### src/rtl/axis_frame_regulator.sv
// Video AXI-Stream frame regulator: rebuilds exact W x H frames from raw input.
// Pads short lines, truncates long lines and closes frames cut short by an early SOF.
module axis_frame_regulator #(
    parameter int C_PIXEL_WIDTH  = 8,
    parameter int C_IMG_WBITS    = 12,
    parameter int C_IMG_HBITS    = 12,
    parameter int C_PAD_VALUE    = 0,
    parameter int C_ERR_CNT_BITS = 8
) (
    input  logic                      clk,
    input  logic                      reset,
    input  logic                      soft_resetn,
    input  logic [C_IMG_WBITS-1:0]    img_width,
    input  logic [C_IMG_HBITS-1:0]    img_height,
    input  logic                      s_axis_tvalid,
    input  logic [C_PIXEL_WIDTH-1:0]  s_axis_tdata,
    input  logic                      s_axis_tuser,
    input  logic                      s_axis_tlast,
    output logic                      s_axis_tready,
    output logic                      m_axis_tvalid,
    output logic [C_PIXEL_WIDTH-1:0]  m_axis_tdata,
    output logic                      m_axis_tuser,
    output logic                      m_axis_tlast,
    input  logic                      m_axis_tready,
    output logic [31:0]               frame_cnt,
    output logic [C_ERR_CNT_BITS-1:0] short_line_cnt,
    output logic [C_ERR_CNT_BITS-1:0] long_line_cnt,
    output logic [C_ERR_CNT_BITS-1:0] early_sof_cnt
);

    typedef enum logic [2:0] {
        WAIT_SOF,
        PASS,
        PAD_LINE,
        PAD_FRAME,
        DROP
    } state_t;

    localparam logic [C_IMG_WBITS-1:0]    W_ONE = 1;
    localparam logic [C_IMG_HBITS-1:0]    H_ONE = 1;
    localparam logic [C_ERR_CNT_BITS-1:0] E_ONE = 1;
    localparam logic [C_PIXEL_WIDTH-1:0]  PAD   = C_PIXEL_WIDTH'(C_PAD_VALUE);

    state_t                   state;
    logic [C_IMG_WBITS-1:0]   w_q, col, cur_w, cur_col;
    logic [C_IMG_HBITS-1:0]   h_q, row, cur_h, cur_row;
    logic                     adv, sof_hold, take, sof_ok;
    logic                     col_last, row_last, frame_done;

    assign adv      = ~m_axis_tvalid | m_axis_tready;
    assign sof_hold = s_axis_tvalid & s_axis_tuser;
    assign take     = s_axis_tvalid & s_axis_tready;
    assign sof_ok   = (img_width != '0) & (img_height != '0);

    // A SOF seen mid-frame is never consumed; it is held until WAIT_SOF.
    always_comb begin
        s_axis_tready = 1'b0;
        if (!reset && soft_resetn) begin
            unique case (state)
                WAIT_SOF: s_axis_tready = adv;
                PASS:     s_axis_tready = adv & ~sof_hold;
                DROP:     s_axis_tready = ~sof_hold;
                default:  s_axis_tready = 1'b0;
            endcase
        end
    end

    // The SOF beat is judged against the live geometry, later beats against the latch.
    always_comb begin
        cur_w   = w_q;
        cur_h   = h_q;
        cur_col = col;
        cur_row = row;
        if (state == WAIT_SOF) begin
            cur_w   = img_width;
            cur_h   = img_height;
            cur_col = '0;
            cur_row = '0;
        end
        col_last   = (cur_col == cur_w - W_ONE);
        row_last   = (cur_row == cur_h - H_ONE);
        frame_done = col_last & row_last;
    end

    always_ff @(posedge clk or posedge reset) begin
        if (reset) begin
            state          <= WAIT_SOF;
            w_q            <= '0;
            h_q            <= '0;
            col            <= '0;
            row            <= '0;
            m_axis_tvalid  <= 1'b0;
            m_axis_tdata   <= '0;
            m_axis_tuser   <= 1'b0;
            m_axis_tlast   <= 1'b0;
            frame_cnt      <= '0;
            short_line_cnt <= '0;
            long_line_cnt  <= '0;
            early_sof_cnt  <= '0;
        end else if (!soft_resetn) begin
            state         <= WAIT_SOF;
            col           <= '0;
            row           <= '0;
            m_axis_tvalid <= 1'b0;
            m_axis_tdata  <= '0;
            m_axis_tuser  <= 1'b0;
            m_axis_tlast  <= 1'b0;
        end else begin
            if (adv) m_axis_tvalid <= 1'b0;
            unique case (state)
                WAIT_SOF, PASS: begin
                    if (state == PASS && sof_hold) begin
                        if (~&early_sof_cnt) early_sof_cnt <= early_sof_cnt + E_ONE;
                        state <= PAD_FRAME;
                    end else if (take && (state == PASS || (s_axis_tuser && sof_ok))) begin
                        if (state == WAIT_SOF) begin
                            w_q <= img_width;
                            h_q <= img_height;
                        end
                        m_axis_tvalid <= 1'b1;
                        m_axis_tdata  <= s_axis_tdata;
                        m_axis_tuser  <= (cur_col == '0) && (cur_row == '0);
                        m_axis_tlast  <= col_last;
                        if (col_last) begin
                            col <= '0;
                            row <= frame_done ? '0 : cur_row + H_ONE;
                            if (!s_axis_tlast && ~&long_line_cnt)
                                long_line_cnt <= long_line_cnt + E_ONE;
                            if (frame_done) begin
                                frame_cnt <= frame_cnt + 32'd1;
                                state     <= WAIT_SOF;
                            end else begin
                                state <= s_axis_tlast ? PASS : DROP;
                            end
                        end else begin
                            col <= cur_col + W_ONE;
                            row <= cur_row;
                            if (s_axis_tlast && ~&short_line_cnt)
                                short_line_cnt <= short_line_cnt + E_ONE;
                            state <= s_axis_tlast ? PAD_LINE : PASS;
                        end
                    end
                end
                PAD_LINE, PAD_FRAME: begin
                    if (adv) begin
                        m_axis_tvalid <= 1'b1;
                        m_axis_tdata  <= PAD;
                        m_axis_tuser  <= 1'b0;
                        m_axis_tlast  <= col_last;
                        if (col_last) begin
                            col <= '0;
                            row <= frame_done ? '0 : row + H_ONE;
                            if (frame_done) begin
                                frame_cnt <= frame_cnt + 32'd1;
                                state     <= WAIT_SOF;
                            end else if (state == PAD_LINE) begin
                                state <= PASS;
                            end
                        end else begin
                            col <= col + W_ONE;
                        end
                    end
                end
                DROP: begin
                    if (sof_hold) begin
                        if (~&early_sof_cnt) early_sof_cnt <= early_sof_cnt + E_ONE;
                        state <= PAD_FRAME;
                    end else if (take && s_axis_tlast) begin
                        state <= PASS;
                    end
                end
                default: state <= WAIT_SOF;
            endcase
        end
    end

endmodule

### config.mk
export PLATFORM = sky130hd
export DESIGN_NAME = axis_frame_regulator
export DESIGN_NICKNAME = d
export VERILOG_FILES = /design/src/rtl/axis_frame_regulator.sv
export SDC_FILE = /design/constraint.sdc
export NUM_CORES = 1
export LEC_CHECK = 0
export CAP_MARGIN = 10
export CELL_PAD_IN_SITES_DETAIL_PLACEMENT = 1
export CELL_PAD_IN_SITES_GLOBAL_PLACEMENT = 2
export CORE_ASPECT_RATIO = 1.25
export CORE_MARGIN = 2
export CORE_UTILIZATION = 38
export CTS_BUF_LIST = sky130_fd_sc_hd__clkbuf_2 sky130_fd_sc_hd__clkbuf_4 sky130_fd_sc_hd__clkbuf_8
export DETAILED_ROUTE_END_ITERATION = 8
export PLACE_DENSITY = 0.95
export RECOVER_POWER = 100
export SETUP_SLACK_MARGIN = 0.5
export SYNTH_ARGS = -nofsm -noshare
export SYNTH_HDL_FRONTEND = slang
export SYNTH_SLANG_ARGS = --single-unit
### constraint.sdc
create_clock -name clk -period 14.7 [get_ports clk]
set_input_delay 2.205 -clock clk [delete_from_list [all_inputs] [get_ports clk]]
set_output_delay 2.205 -clock clk [all_outputs]
set_load 0.01 [all_outputs]
==> report_table.html, run 1 <==
<table>
<tr><th>Metric</th><th>Value</th></tr>
<tr><th colspan="2">Synth</th></tr>
<tr><td>Number of enable-type register cells in the synthesized netlist</td><td>0</td></tr>
<tr><td>Count of synthesis-stage warnings from yosys</td><td>0</td></tr>
<tr><td>Synth async-reset ratio</td><td>100%</td></tr>
<tr><td>Mean instance size in the synthesized netlist</td><td>9.30 um2</td></tr>
<tr><td>Flip-flop cell with the highest count after synthesis</td><td>sky130_fd_sc_hd__dfrtp_1</td></tr>
<tr><td>Synthesized netlist net count</td><td>822</td></tr>
<tr><td>Netlist Area Pre-Place</td><td>7170 um2</td></tr>
<tr><td>Number of register bits inferred by synthesis</td><td>118</td></tr>
<tr><td>Count of mapped cells out of synthesis</td><td>771</td></tr>
<tr><td>Count of different cell masters after synthesis</td><td>72</td></tr>
<tr><td>Fraction of the yosys area taken by sequential cells</td><td>41.2%</td></tr>
<tr><th colspan="2">Clock tree</th></tr>
<tr><td>Root Buffer Master</td><td>sky130_fd_sc_hd__clkbuf_8</td></tr>
<tr><td>H-Tree Depth</td><td>4</td></tr>
<tr><td>Resized cells post-CTS</td><td>0</td></tr>
<tr><td>CTS Hold Buffers Added</td><td>0</td></tr>
<tr><td>Sink Count</td><td>118</td></tr>
<tr><td>Clock slew seen by the registers of the worst setup and hold paths</td><td>0.07 ns</td></tr>
<tr><td>Longest Clk Path Bufs</td><td>2</td></tr>
<tr><td>Worst-skew pair later-pin latency</td><td>0.45 ns</td></tr>
<tr><td>Clock tree from TritonCTS</td><td>built</td></tr>
<tr><td>Number of buffers inserted during clock tree synthesis</td><td>17</td></tr>
<tr><td>Post-CTS Setup Bufs</td><td>0</td></tr>
<tr><th colspan="2">Cells and area</th></tr>
<tr><td>Most used cells in the layout excluding fill and tap cells</td><td>sky130_fd_sc_hd__dfrtp_1 (118), sky130_fd_sc_hd__nand2_1 (78), sky130_fd_sc_hd__dlygate4sd3_1 (71)</td></tr>
<tr><td>Post-layout nets</td><td>916</td></tr>
<tr><td>Antenna cells</td><td>0</td></tr>
<tr><td>Commonest non-fill, non-tap cell in the layout</td><td>sky130_fd_sc_hd__dfrtp_1</td></tr>
<tr><td>Count of non-filler cells in the finished layout</td><td>1110</td></tr>
<tr><td>Share of post-route cells with drive strength above 1</td><td>7.52%</td></tr>
<tr><td>Count of fill cells added during filler insertion</td><td>2127</td></tr>
<tr><td>Area added between synthesis and finish</td><td>22.1%</td></tr>
<tr><th colspan="2">Detailed routing</th></tr>
<tr><td>Detailed Routing Iterations Pass 1</td><td>5</td></tr>
<tr><td>Number of DRC violations after detailed routing</td><td>0</td></tr>
<tr><td>Number of routed nets with antenna violations</td><td>0</td></tr>
<tr><td>Routed len/inst</td><td>19.5 um</td></tr>
<tr><td>Total number of vias</td><td>6351</td></tr>
<tr><td>Number of vias per cell</td><td>5.72</td></tr>
<tr><td>Number of violations reported at the end of detailed-routing iteration 0</td><td>303</td></tr>
<tr><td>Total detailed-routing wirelength</td><td>21700 um</td></tr>
<tr><th colspan="2">Global route</th></tr>
<tr><td>Via count of the first global-routing pass</td><td>6940</td></tr>
<tr><td>Overflow after GRT</td><td>0</td></tr>
<tr><td>Number of antenna violations at the first check in global routing</td><td>0</td></tr>
<tr><td>Gr usage total</td><td>22.8%</td></tr>
<tr><td>Maximum number of pins on one net before global-route repair</td><td>72</td></tr>
<tr><td>Wire length of the first global-routing pass</td><td>36200 um</td></tr>
<tr><th colspan="2">Place</th></tr>
<tr><td>IO buf count</td><td>106</td></tr>
<tr><td>Post-DP HPWL</td><td>15600 um</td></tr>
<tr><td>Cell Count Post-Placement</td><td>1078</td></tr>
<tr><td>Routability congestion estimate</td><td>0.817</td></tr>
<tr><th colspan="2">Floorplan</th></tr>
<tr><td>Core footprint</td><td>18600 um2</td></tr>
<tr><td>Full die area</td><td>20000 um2</td></tr>
<tr><td>Standard-cell rows</td><td>56</td></tr>
<tr><td>Number of top-level pins</td><td>107</td></tr>
<tr><td>Effective utilization at floorplan</td><td>38.5%</td></tr>
<tr><td>Die Wd</td><td>127 um</td></tr>
<tr><td>Vertical die dimension</td><td>158 um</td></tr>
<tr><th colspan="2">Min path</th></tr>
<tr><td>Worst hold path type</td><td>reg -&gt; reg</td></tr>
<tr><th colspan="2">Setup path</th></tr>
<tr><td>Worst setup EP type</td><td>asynchronous set/reset pin</td></tr>
<tr><td>Number of buffer and inverter stages on the critical path</td><td>3</td></tr>
<tr><td>Family with the most delay on the worst path</td><td>buffers and inverters</td></tr>
<tr><td>Slowest stage cell on the critical path</td><td>sky130_fd_sc_hd__clkbuf_1</td></tr>
<tr><td>Required time reported for the critical path endpoint</td><td>14.40 ns</td></tr>
<tr><td>Startpoint type of the worst setup path</td><td>input pin</td></tr>
<tr><td>CP Cell Sequence</td><td>dlygate4sd3_1 -&gt; clkinvlp_2 -&gt; clkbuf_1</td></tr>
<tr><td>Signal arrival time at the worst endpoint</td><td>6.95 ns</td></tr>
<tr><td>Largest incremental delay on the critical path</td><td>2.73 ns</td></tr>
<tr><td>Critical path peak fanout</td><td>71</td></tr>
<tr><td>Critical Setup Path Class</td><td>in -&gt; async</td></tr>
<tr><th colspan="2">Power</th></tr>
<tr><td>Maximum vdd drop</td><td>0.0695 mV</td></tr>
<tr><td>Total power divided by cell area</td><td>136 nW/um2</td></tr>
<tr><td>Static leakage power</td><td>3.83 nW</td></tr>
<tr><th colspan="2">Timing</th></tr>
<tr><td>Worst slew slack as a fraction of its limit</td><td>-151%</td></tr>
<tr><td>Worst hold slack across all endpoints</td><td>0.478 ns</td></tr>
<tr><td>Period minus WS final</td><td>7.25 ns</td></tr>
<tr><td>Number of setup violations in the final report</td><td>0</td></tr>
<tr><td>Count of pins over their slew limit</td><td>137</td></tr>
<tr><td>Hold Fails Final Rpt</td><td>0</td></tr>
<tr><td>Clock Skews</td><td>0.0153 ns</td></tr>
<tr><td>Max Fclk</td><td>138 MHz</td></tr>
<tr><td>Share of the clock period used by the worst path</td><td>49.3%</td></tr>
<tr><td>Slew at the pin closest to its max-slew limit</td><td>3.76 ns</td></tr>
<tr><td>Unrepaired setup endpoints after global routing</td><td>false</td></tr>
<tr><td>Setup TNS</td><td>0 ns</td></tr>
<tr><th colspan="2">Outcome</th></tr>
<tr><td>Violated checks</td><td>max-capacitance violations, max-slew violations</td></tr>
<tr><td>Run status</td><td>complete, but fails checks</td></tr>
<tr><th colspan="2">Run</th></tr>
<tr><td>Number of maximum-capacitance violations</td><td>3</td></tr>
</table>
[path summary, 6_finish.rpt]
| path | slack [ns] | cells after the start | startpoint | to |
|---|---|---|---|---|
| setup / recovery | 7.45 | 3 | reset | m_axis_tdata[5]$_DFFE_PP0P_ |
| hold / removal | 0.48 | 1 | m_axis_tlast$_DFFE_PP0P_ | m_axis_tlast$_DFFE_PP0P_ |
| min in group asynchronous | 2.88 | 2 | reset | short_line_cnt[7]$_DFFE_PP0P_ |
| setup reg to reg | 8.99 | 14 | state[1]$_DFFE_PP0P_ | frame_cnt[14]$_DFFE_PP0P_ |
| hold reg to reg | 0.48 | 1 | m_axis_tlast$_DFFE_PP0P_ | m_axis_tlast$_DFFE_PP0P_ |
| max in group clk | 7.59 | 11 | img_width[2] | frame_cnt[14]$_DFFE_PP0P_ |
[flip-flops by register name, summed over array words and instances, names as in the netlist, 3 cells and up]
| name | flops |
|---|---|
| frame_cnt | 32 |
| col | 12 |
| h_q | 12 |
| row | 12 |
| w_q | 12 |
| early_sof_cnt | 8 |
| long_line_cnt | 8 |
| m_axis_tdata | 8 |
| short_line_cnt | 8 |
| state | 3 |
[synth_stat cells, drive strengths merged (6+ instances only)]
library cell	n	area, um2
a22o	11	96.3
nand2b	9	56.3
nor3b	6	45.0
ha	12	150
dfrtp	118	2950
nor2	53	199
nor2b	8	50.1
o21ai	36	180
and4	9	78.8
xnor2	61	534
mux2	20	225
buf	10	51.3
or3	11	68.8
a31oi	12	75.1
nand4	23	144
nand2	78	293
nor4	17	134
inv	19	71.3
and2	8	50.1
nand3	39	200
mux2i	9	90.1
xor2	28	245
nor3	24	131
clkbuf	30	113
and3	17	106
o211ai	7	52.6
a21oi	21	109
[where the power goes]
group / switching, W / internal (W)
registers: 0.0000745 / 0.000372
logic: 0.000262 / 0.000195
clock network: 0.000152 / 0.000132
[metrics by stage]
stage | worst slack [ns] | utilization [%] | power (W) | instance area [um2]
after floorplan | 9.37 | - | 0.000766 | 7170
after global placement | 8.30 | 45.3 | 0.000903 | 8440
after detailed placement | 8.16 | 45.3 | 0.000917 | 8440
after CTS | 8.39 | 47.2 | 0.00121 | 8810
after global routing | 6.33 | 46.9 | 0.00127 | 8750
final | 7.45 | 46.9 | 0.00119 | 8750
[cells by family (layout without fill, tap and decap cells)]
group	after synthesis	count (layout)	share of synthesized area [%]
flops	118	118	41.2
compound gates	142	142	13.8
simple gates	320	320	23.7
buf+inv	59	166	3.28
mux	29	29	4.40
fa+ha+maj	12	12	2.09
xor+xnor	91	91	11.5
[cell type report]
class,instances,area (um2),share of cell area (%)
clock inverters,12,95.1,1.09
repair buffers,115,1110,12.7
multi-input cells,594,3950,45.2
clock buffers,20,275,3.15
inverters,19,72.6,0.830
flip-flops and latches,118,2950,33.8
well taps,232,290,3.32
[per-layer routing]
metal  up-vias  share of wire (%)  wire length (um)  GRT usage [%]
met5         -                  0                 0              0
met4         0                1.3               279           6.54
met3        20                5.1              1100           5.74
met2       150                 51             11000           40.5
met1      3189                 43              9260           27.2
li1       2992                  -                 -              -
Note: power is estimated with default switching activity, not from simulation.
==> inputs of run 2 (changes only) <==
Settings changed: CORE_UTILIZATION 38 to 32, PLACE_DENSITY 0.95 to 0.88.
Clock period 14.7 ns to 6.5 ns, I/O delays scaled along.
==> report_table.html, run 2 (synthesis gave the netlist of run 1 again) <==
<table>
<tr><th>Metric</th><th>Value</th></tr>
<tr><th colspan="2">Setup path</th></tr>
<tr><td>Slowest stage cell on the critical path</td><td>sky130_fd_sc_hd__nor4_1</td></tr>
<tr><td>RR Startpoint</td><td>state[0]$_DFFE_PP0P_</td></tr>
<tr><td>Number of buffer and inverter stages on the critical path</td><td>3 (unchanged)</td></tr>
<tr><td>Critical Setup Path Class</td><td>in -&gt; reg</td></tr>
<tr><td>Family with the most delay on the worst path</td><td>simple AND/OR/NAND/NOR gates</td></tr>
<tr><td>Worst setup path startpoint</td><td>img_width[2]</td></tr>
<tr><td>Signal arrival time at the worst endpoint</td><td>5.74 ns (-1.21 ns)</td></tr>
<tr><td>Critical path peak fanout</td><td>13 (-82%)</td></tr>
<tr><td>CP Cell Sequence</td><td>dlygate4sd3_1 -&gt; nor4_1 -&gt; nand4b_1 -&gt; o211ai_1 -&gt; a2111oi_0 -&gt; clkbuf_1 -&gt; nor3_1 -&gt; buf_4 -&gt; a31oi_1 -&gt; o21ai_0</td></tr>
<tr><td>Largest incremental delay on the critical path</td><td>1.12 ns (-1.61 ns)</td></tr>
<tr><td>Worst setup EP type</td><td>flip-flop</td></tr>
<tr><td>Startpoint type of the worst setup path</td><td>input pin</td></tr>
<tr><td>Required time reported for the critical path endpoint</td><td>6.86 ns (-7.54 ns)</td></tr>
<tr><th colspan="2">Power</th></tr>
<tr><td>Cell-internal power</td><td>0.00168 W (+140%)</td></tr>
<tr><td>Switch Pwr</td><td>0.00112 W (+130%)</td></tr>
<tr><td>Proportion of power drawn by the clock network</td><td>26.9% (+3.0 points)</td></tr>
<tr><td>Net switching share of the total power</td><td>40.0% (-1.1 points)</td></tr>
<tr><td>Maximum vdd drop</td><td>0.148 mV (+110%)</td></tr>
<tr><td>Seq pwr share</td><td>36.0% (-1.6 points)</td></tr>
<tr><td>Static leakage power</td><td>3.89 nW (+1.5%)</td></tr>
<tr><td>Total power divided by cell area</td><td>315 nW/um2 (+130%)</td></tr>
<tr><td>Combinational power share</td><td>37.1% (-1.4 points)</td></tr>
<tr><th colspan="2">Clock tree</th></tr>
<tr><td>Longest Clk Path Bufs</td><td>2 (unchanged)</td></tr>
<tr><td>Sink Count</td><td>118 (unchanged)</td></tr>
<tr><td>Number of buffers inserted during clock tree synthesis</td><td>17 (unchanged)</td></tr>
<tr><td>Resized cells post-CTS</td><td>0 (unchanged)</td></tr>
<tr><td>Clock tree from TritonCTS</td><td>built</td></tr>
<tr><td>Clock slew seen by the registers of the worst setup and hold paths</td><td>0.07 ns (about the same)</td></tr>
<tr><td>Worst-skew pair later-pin latency</td><td>0.45 ns (about the same)</td></tr>
<tr><td>H-Tree Depth</td><td>4 (unchanged)</td></tr>
<tr><td>Root Buffer Master</td><td>sky130_fd_sc_hd__clkbuf_8</td></tr>
<tr><td>Post-CTS Setup Bufs</td><td>0 (unchanged)</td></tr>
<tr><td>CTS Hold Buffers Added</td><td>0 (unchanged)</td></tr>
<tr><th colspan="2">Detailed routing</th></tr>
<tr><td>Number of DRC violations after detailed routing</td><td>0 (unchanged)</td></tr>
<tr><td>WL met1</td><td>9270 um (+0.11%)</td></tr>
<tr><td>Top Metal Used</td><td>met5</td></tr>
<tr><td>Detailed-routed wire length on met2</td><td>10900 um (-1.2%)</td></tr>
<tr><td>Number of vias per cell</td><td>5.39 (-5.8%)</td></tr>
<tr><td>Met3 wire len</td><td>1180 um (+6.6%)</td></tr>
<tr><td>Total detailed-routing wirelength</td><td>21800 um (+0.48%)</td></tr>
<tr><td>Number of routed nets with antenna violations</td><td>0 (unchanged)</td></tr>
<tr><td>Routed len/inst</td><td>18.7 um (-4.0%)</td></tr>
<tr><td>Detailed Routing Iterations Pass 1</td><td>4 (-1)</td></tr>
<tr><td>Number of violations reported at the end of detailed-routing iteration 0</td><td>194 (-36%)</td></tr>
<tr><td>Total number of vias</td><td>6260 (-1.4%)</td></tr>
<tr><th colspan="2">Timing</th></tr>
<tr><td>Worst Setup Slack, final</td><td>1.12 ns (-6.34 ns)</td></tr>
<tr><td>Number of setup violations in the final report</td><td>0 (unchanged)</td></tr>
<tr><td>Slew at the pin closest to its max-slew limit</td><td>2.79 ns (-0.975 ns)</td></tr>
<tr><td>Count of pins over their slew limit</td><td>96 (-30%)</td></tr>
<tr><td>Share of the clock period used by the worst path</td><td>82.8%</td></tr>
<tr><td>Period minus WS final</td><td>5.38 ns</td></tr>
<tr><td>Max Fclk</td><td>186 MHz</td></tr>
<tr><td>Hold Fails Final Rpt</td><td>0 (unchanged)</td></tr>
<tr><td>Unrepaired setup endpoints after global routing</td><td>false</td></tr>
<tr><td>Clock Skews</td><td>0.0186 ns (+0.00331 ns)</td></tr>
<tr><td>Worst slew slack as a fraction of its limit</td><td>-86.7% (+64 points)</td></tr>
<tr><td>Setup TNS</td><td>0 ns (unchanged)</td></tr>
<tr><th colspan="2">Cells and area</th></tr>
<tr><td>Area of all sequential standard cells</td><td>2950 um2 (unchanged)</td></tr>
<tr><td>Post-layout nets</td><td>917 (+0.11%)</td></tr>
<tr><td>Area of the multi-input gates</td><td>3970 um2 (+0.38%)</td></tr>
<tr><td>Post-route cell area</td><td>8900 um2 (+1.7%)</td></tr>
<tr><td>Count of fill cells added during filler insertion</td><td>2546 (+20%)</td></tr>
<tr><td>Area added between synthesis and finish</td><td>24.1%</td></tr>
<tr><td>Antenna cells</td><td>0 (unchanged)</td></tr>
<tr><td>Register with the most flip-flops</td><td>frame_cnt</td></tr>
<tr><td>Most used cells in the layout excluding fill and tap cells</td><td>sky130_fd_sc_hd__dfrtp_1 (118), sky130_fd_sc_hd__nand2_1 (78), sky130_fd_sc_hd__dlygate4sd3_1 (71)</td></tr>
<tr><td>Share of post-route cells with drive strength above 1</td><td>7.74% (+0.22 points)</td></tr>
<tr><td>End-of-flow core utilization</td><td>40.2% (-6.7 points)</td></tr>
<tr><td>Number of flip-flops in the largest register</td><td>32 (unchanged)</td></tr>
<tr><td>Commonest non-fill, non-tap cell in the layout</td><td>sky130_fd_sc_hd__dfrtp_1</td></tr>
<tr><th colspan="2">Min path</th></tr>
<tr><td>Worst hold path type</td><td>reg -&gt; reg</td></tr>
<tr><td>Worst hold path startpoint</td><td>m_axis_tuser$_DFFE_PP0P_</td></tr>
<tr><th colspan="2">Floorplan</th></tr>
<tr><td>Number of top-level pins</td><td>107 (unchanged)</td></tr>
<tr><td>Effective utilization at floorplan</td><td>32.4% (-6.1 points)</td></tr>
<tr><td>Full die area</td><td>23600 um2 (+18%)</td></tr>
<tr><td>Core footprint</td><td>22100 um2 (+19%)</td></tr>
<tr><td>Vertical die dimension</td><td>171 um (+8.7%)</td></tr>
<tr><td>Die Wd</td><td>138 um (+8.7%)</td></tr>
<tr><td>Standard-cell rows</td><td>61 (+8.9%)</td></tr>
<tr><th colspan="2">Place</th></tr>
<tr><td>Post-DP HPWL</td><td>16100 um (+3.7%)</td></tr>
<tr><td>Worst setup timing slack at the placement stage</td><td>1.55 ns (-6.60 ns)</td></tr>
<tr><td>Placed Area</td><td>8510 um2 (+0.88%)</td></tr>
<tr><td>Routability congestion estimate</td><td>0.821 (+0.45%)</td></tr>
<tr><td>IO buf count</td><td>106 (unchanged)</td></tr>
<tr><th colspan="2">Global route</th></tr>
<tr><td>Number of antenna violations at the first check in global routing</td><td>1 (+1)</td></tr>
<tr><td>Maximum number of pins on one net before global-route repair</td><td>61 (-15%)</td></tr>
<tr><td>Via count of the first global-routing pass</td><td>6761 (-2.6%)</td></tr>
<tr><td>Overflow after GRT</td><td>0 (unchanged)</td></tr>
<tr><td>Wire length of the first global-routing pass</td><td>35800 um (-1.1%)</td></tr>
<tr><td>Gr usage total</td><td>19.5% (-3.3 points)</td></tr>
<tr><th colspan="2">Outcome</th></tr>
<tr><td>Violated checks</td><td>max-capacitance violations, max-slew violations</td></tr>
<tr><td>Run status</td><td>complete, but fails checks</td></tr>
<tr><th colspan="2">Run</th></tr>
<tr><td>Number of maximum-capacitance violations</td><td>3 (unchanged)</td></tr>
</table>
[run 2: changes by cell type in the layout (fill, tap and decap cells not counted), sizes merged]
cell and change:
bufinv +3, clkinvlp -3, clkbuf -1, inv +4, clkinv -2
[run 2: cell type report]
cell class / instances / area share [%]
repair buffers: 116 / 12.5
multi-input cells: 594 / 44.6
clock inverters: 14 / 2.10
inverters: 19 / 0.816
well taps: 283 / 3.98
flip-flops and latches: 118 / 33.2
clock buffers: 18 / 2.78
[run 2: worst paths after layout]
path | to | slack, ns | cells past startpoint
max | row[0]$_DFFE_PP0P_ | 1.12 | 10
min | m_axis_tuser$_DFFE_PP0P_ | 0.48 | 2
max reg2reg | frame_cnt[1]$_DFFE_PP0P_ | 1.40 | 12
min reg2reg | m_axis_tuser$_DFFE_PP0P_ | 0.48 | 2
max in group asynchronous | col[7]$_DFFE_PP0P_ | 2.24 | 3
min in group asynchronous | m_axis_tvalid$_DFF_PP0_ | 1.83 | 2
[run 2: per-layer routing]
layer / track usage [%] / up-vias
li1: - / 2989
met3: 5.22 / 30
met4: 7.23 / 2
met5: 0 / -
met1: 23.0 / 3112
met2: 33.8 / 127
[run 2: power groups by stage]
| stage | logic [W] | registers (W) | clock network, W |
|---|---|---|---|
| floorplan | 0.000767 | 0.000965 | 0 |
| global placement | 0.00104 | 0.00102 | 0 |
| detailed placement | 0.00107 | 0.00102 | 0 |
| CTS | 0.00107 | 0.00101 | 0.000777 |
| global route | 0.00115 | 0.00103 | 0.000811 |
| finish | 0.00104 | 0.00101 | 0.000755 |
[run 2: worst register-to-register path, cell delays in order, from the launching register on]
cell and delay (ns):
sky130_fd_sc_hd__dfrtp_1 0.55, sky130_fd_sc_hd__nor3_4 0.70, sky130_fd_sc_hd__mux2i_1 0.34, sky130_fd_sc_hd__ha_1 0.48, sky130_fd_sc_hd__nand2b_1 0.14, sky130_fd_sc_hd__nor4_1 0.18
sky130_fd_sc_hd__o21ai_0 0.17, sky130_fd_sc_hd__a222oi_1 0.46, sky130_fd_sc_hd__nand4_1 0.14, sky130_fd_sc_hd__clkbuf_1 0.35, sky130_fd_sc_hd__nor4_4 0.65, sky130_fd_sc_hd__clkbuf_1 0.45
sky130_fd_sc_hd__mux2_2 0.39
[run 2: metrics by stage]
stage               hold slack [ns]  total power, W  cells
finish                        0.476         0.00280   1162
global route                  0.501         0.00300   1162
CTS                           0.486         0.00286   1162
detailed placement            0.469         0.00209   1130
global placement              0.458         0.00206   1130
floorplan                     0.472         0.00173    771
==> inputs of run 3 (changes only) <==
Settings changed: CORE_UTILIZATION 32 to 35, PLACE_DENSITY 0.88 to 0.91.
Clock period 6.5 ns to 5.45 ns, I/O delays scaled along.
==> report_table.html, run 3 (synthesis gave the netlist of run 1 again) <==
<table>
<tr><th>Metric</th><th>Value</th></tr>
<tr><th colspan="2">Clock tree</th></tr>
<tr><td>Number of buffers inserted during clock tree synthesis</td><td>17 (unchanged)</td></tr>
<tr><td>H-Tree Depth</td><td>4 (unchanged)</td></tr>
<tr><td>Clock tree from TritonCTS</td><td>built</td></tr>
<tr><td>Longest Clk Path Bufs</td><td>2 (unchanged)</td></tr>
<tr><td>Clock slew seen by the registers of the worst setup and hold paths</td><td>0.07 ns (about the same)</td></tr>
<tr><td>Root Buffer Master</td><td>sky130_fd_sc_hd__clkbuf_8</td></tr>
<tr><td>Worst-skew pair later-pin latency</td><td>0.45 ns (about the same)</td></tr>
<tr><td>CTS Hold Buffers Added</td><td>0 (unchanged)</td></tr>
<tr><td>Sink Count</td><td>118 (unchanged)</td></tr>
<tr><th colspan="2">Timing</th></tr>
<tr><td>Clock Skews</td><td>0.0166 ns (-0.00206 ns)</td></tr>
<tr><td>Period minus WS final</td><td>4.73 ns</td></tr>
<tr><td>Count of pins over their slew limit</td><td>123 (+28%)</td></tr>
<tr><td>Worst slew slack as a fraction of its limit</td><td>-66.3% (+20 points)</td></tr>
<tr><td>Unrepaired setup endpoints after global routing</td><td>false</td></tr>
<tr><td>Hold Fails Final Rpt</td><td>0 (unchanged)</td></tr>
<tr><td>Share of the clock period used by the worst path</td><td>86.8%</td></tr>
<tr><td>Worst Setup Slack, final</td><td>0.717 ns (-0.398 ns)</td></tr>
<tr><td>Number of setup violations in the final report</td><td>0 (unchanged)</td></tr>
<tr><td>Setup TNS</td><td>0 ns (unchanged)</td></tr>
<tr><td>Worst hold slack across all endpoints</td><td>0.486 ns (+0.0100 ns)</td></tr>
<tr><td>Max Fclk</td><td>211 MHz</td></tr>
<tr><td>Slew at the pin closest to its max-slew limit</td><td>2.48 ns (-0.304 ns)</td></tr>
<tr><th colspan="2">Setup path</th></tr>
<tr><td>Critical path peak fanout</td><td>18 (+5)</td></tr>
<tr><td>R2R cell count</td><td>13 (+1)</td></tr>
<tr><td>WP depth</td><td>11 (+1)</td></tr>
<tr><td>CP Cell Sequence</td><td>dlygate4sd3_1 -&gt; nor4_1 -&gt; nand4b_1 -&gt; o211ai_1 -&gt; a2111oi_0 -&gt; buf_4 -&gt; nor3_2 -&gt; clkbuf_1 -&gt; nor3_1 -&gt; xnor2_1 -&gt; nor2_1</td></tr>
<tr><td>Largest incremental delay on the critical path</td><td>1.18 ns (+0.06 ns)</td></tr>
<tr><td>Worst setup EP type</td><td>flip-flop</td></tr>
<tr><td>Family with the most delay on the worst path</td><td>simple AND/OR/NAND/NOR gates</td></tr>
<tr><td>Signal arrival time at the worst endpoint</td><td>5.04 ns (-0.70 ns)</td></tr>
<tr><td>Startpoint type of the worst setup path</td><td>input pin</td></tr>
<tr><td>Slowest stage cell on the critical path</td><td>sky130_fd_sc_hd__nor4_1</td></tr>
<tr><td>Critical Setup Path Class</td><td>in -&gt; reg</td></tr>
<tr><td>Required time reported for the critical path endpoint</td><td>5.76 ns (-1.10 ns)</td></tr>
<tr><td>Number of buffer and inverter stages on the critical path</td><td>3 (unchanged)</td></tr>
<tr><th colspan="2">Outcome</th></tr>
<tr><td>Violated checks</td><td>max-capacitance violations, max-slew violations</td></tr>
<tr><td>Run status</td><td>complete, but fails checks</td></tr>
<tr><th colspan="2">Detailed routing</th></tr>
<tr><td>WL met1</td><td>9360 um (+0.97%)</td></tr>
<tr><td>Total detailed-routing wirelength</td><td>21900 um (+0.41%)</td></tr>
<tr><td>Met3 wire len</td><td>1320 um (+12%)</td></tr>
<tr><td>Total number of vias</td><td>6390 (+2.1%)</td></tr>
<tr><td>Routed len/inst</td><td>18.9 um (+1.0%)</td></tr>
<tr><td>Number of vias per cell</td><td>5.53 (+2.7%)</td></tr>
<tr><td>Detailed-routed wire length on met2</td><td>10800 um (-1.2%)</td></tr>
<tr><td>Number of violations reported at the end of detailed-routing iteration 0</td><td>251 (+29%)</td></tr>
<tr><td>Number of DRC violations after detailed routing</td><td>0 (unchanged)</td></tr>
<tr><td>Top Metal Used</td><td>met4</td></tr>
<tr><td>Number of routed nets with antenna violations</td><td>0 (unchanged)</td></tr>
<tr><td>Detailed Routing Iterations Pass 1</td><td>5 (+1)</td></tr>
<tr><th colspan="2">Power</th></tr>
<tr><td>Combinational power share</td><td>39.6% (+2.5 points)</td></tr>
<tr><td>Proportion of power drawn by the clock network</td><td>23.1% (-3.8 points)</td></tr>
<tr><td>Static leakage power</td><td>3.88 nW (-0.29%)</td></tr>
<tr><td>Total power divided by cell area</td><td>366 nW/um2 (+16%)</td></tr>
<tr><td>Maximum vdd drop</td><td>0.171 mV (+15%)</td></tr>
<tr><td>Cell-internal power</td><td>0.00189 W (+12%)</td></tr>
<tr><td>Switch Pwr</td><td>0.00136 W (+21%)</td></tr>
<tr><td>Net switching share of the total power</td><td>41.8% (+1.8 points)</td></tr>
<tr><td>Post-layout total power</td><td>0.00325 W (+16%)</td></tr>
<tr><td>Seq pwr share</td><td>37.3% (+1.3 points)</td></tr>
<tr><th colspan="2">Cells and area</th></tr>
<tr><td>Number of flip-flops in the largest register</td><td>32 (unchanged)</td></tr>
<tr><td>Register with the most flip-flops</td><td>frame_cnt</td></tr>
<tr><td>End-of-flow core utilization</td><td>44.1% (+3.9 points)</td></tr>
<tr><td>Most used cells in the layout excluding fill and tap cells</td><td>sky130_fd_sc_hd__dfrtp_1 (118), sky130_fd_sc_hd__nand2_1 (78), sky130_fd_sc_hd__dlygate4sd3_1 (71)</td></tr>
<tr><td>Commonest non-fill, non-tap cell in the layout</td><td>sky130_fd_sc_hd__dfrtp_1</td></tr>
<tr><td>Area added between synthesis and finish</td><td>23.7%</td></tr>
<tr><td>Post-layout nets</td><td>923 (+0.65%)</td></tr>
<tr><td>Share of post-route cells with drive strength above 1</td><td>8.36% (+0.63 points)</td></tr>
<tr><td>Antenna cells</td><td>0 (unchanged)</td></tr>
<tr><th colspan="2">Floorplan</th></tr>
<tr><td>Effective utilization at floorplan</td><td>35.7% (+3.3 points)</td></tr>
<tr><td>Standard-cell rows</td><td>58 (-4.9%)</td></tr>
<tr><td>Core footprint</td><td>20100 um2 (-9.2%)</td></tr>
<tr><td>Vertical die dimension</td><td>164 um (-4.3%)</td></tr>
<tr><td>Full die area</td><td>21600 um2 (-8.4%)</td></tr>
<tr><td>Number of top-level pins</td><td>107 (unchanged)</td></tr>
<tr><td>Die Wd</td><td>132 um (-4.3%)</td></tr>
<tr><th colspan="2">Global route</th></tr>
<tr><td>Via count of the first global-routing pass</td><td>6846 (+1.3%)</td></tr>
<tr><td>Number of antenna violations at the first check in global routing</td><td>0 (-1)</td></tr>
<tr><td>Maximum number of pins on one net before global-route repair</td><td>56 (-8.2%)</td></tr>
<tr><td>Gr usage total</td><td>20.9% (+1.4 points)</td></tr>
<tr><td>Overflow after GRT</td><td>0 (unchanged)</td></tr>
<tr><td>Wire length of the first global-routing pass</td><td>35900 um (+0.25%)</td></tr>
<tr><th colspan="2">Place</th></tr>
<tr><td>IO buf count</td><td>106 (unchanged)</td></tr>
<tr><td>Worst setup timing slack at the placement stage</td><td>0.780 ns (-0.775 ns)</td></tr>
<tr><td>Routability congestion estimate</td><td>0.838 (+2.0%)</td></tr>
<tr><td>Post-DP HPWL</td><td>16100 um (-0.32%)</td></tr>
<tr><th colspan="2">Min path</th></tr>
<tr><td>Worst hold path type</td><td>reg -&gt; reg</td></tr>
<tr><td>Worst hold stages</td><td>1 (-1)</td></tr>
<tr><th colspan="2">Run</th></tr>
<tr><td>Number of maximum-capacitance violations</td><td>3 (unchanged)</td></tr>
</table>
## run 3: cell count changes in the layout (fill, tap and decap cells not counted), moves of 2 or more
| cell | before | now |
|---|---|---|
| sky130_fd_sc_hd__bufinv_16 | 3 | 0 |
| sky130_fd_sc_hd__o21ai_1 | 1 | 3 |
| sky130_fd_sc_hd__buf_4 | 4 | 8 |
| sky130_fd_sc_hd__clkbuf_1 | 5 | 7 |
| sky130_fd_sc_hd__o21ai_0 | 35 | 33 |
## run 3: timing repair
item,CTS,global route
gates resized for setup,0,0
setup buffers,0,1
setup endpoints to repair,0,4
## run 3: final cells by class
type	count	area, um2
Fill cell	2347	11200
Multi-Input combinational cell	594	3980
Sequential cell	118	2950
Timing Repair Buffer	122	1170
Tap cell	270	338
Clock buffer	18	241
Clock inverter	14	115
Inverter	19	72.6
## run 3: routing by layer
| layer | up-vias | GRT usage, % |
|---|---|---|
| li1 | 3003 | - |
| met1 | 3200 | 25.2 |
| met2 | 160 | 36.3 |
| met3 | 27 | 5.59 |
| met4 | 0 | 7.07 |
| met5 | - | 0 |
## run 3: power groups by stage
stage	Combinational [W]	Clock (W)	Sequential [W]
finish	0.00129	0.000750	0.00121
global route	0.00142	0.000809	0.00124
CTS	0.00129	0.000771	0.00121
detailed placement	0.00128	0	0.00123
global placement	0.00125	0	0.00122
floorplan	0.000915	0	0.00115
## run 3: through the flow
stage / cells / area [um2]
after global routing: 1155 / 8860
final: 1155 / 8860
after floorplan: 771 / 7170
after global placement: 1122 / 8530
after CTS: 1154 / 8880
after detailed placement: 1122 / 8530
## run 3: worst paths after layout
check,endpoint,slack [ns],start
max,col[9]$_DFFE_PP0P_,0.72,img_width[3]
min in group asynchronous,short_line_cnt[5]$_DFFE_PP0P_,1.57,reset
min,m_axis_tlast$_DFFE_PP0P_,0.49,m_axis_tlast$_DFFE_PP0P_
max in group asynchronous,frame_cnt[23]$_DFFE_PP0P_,1.23,reset
min reg2reg,m_axis_tlast$_DFFE_PP0P_,0.49,m_axis_tlast$_DFFE_PP0P_
max reg2reg,state[1]$_DFFE_PP0P_,1.02,state[2]$_DFFE_PP0P_
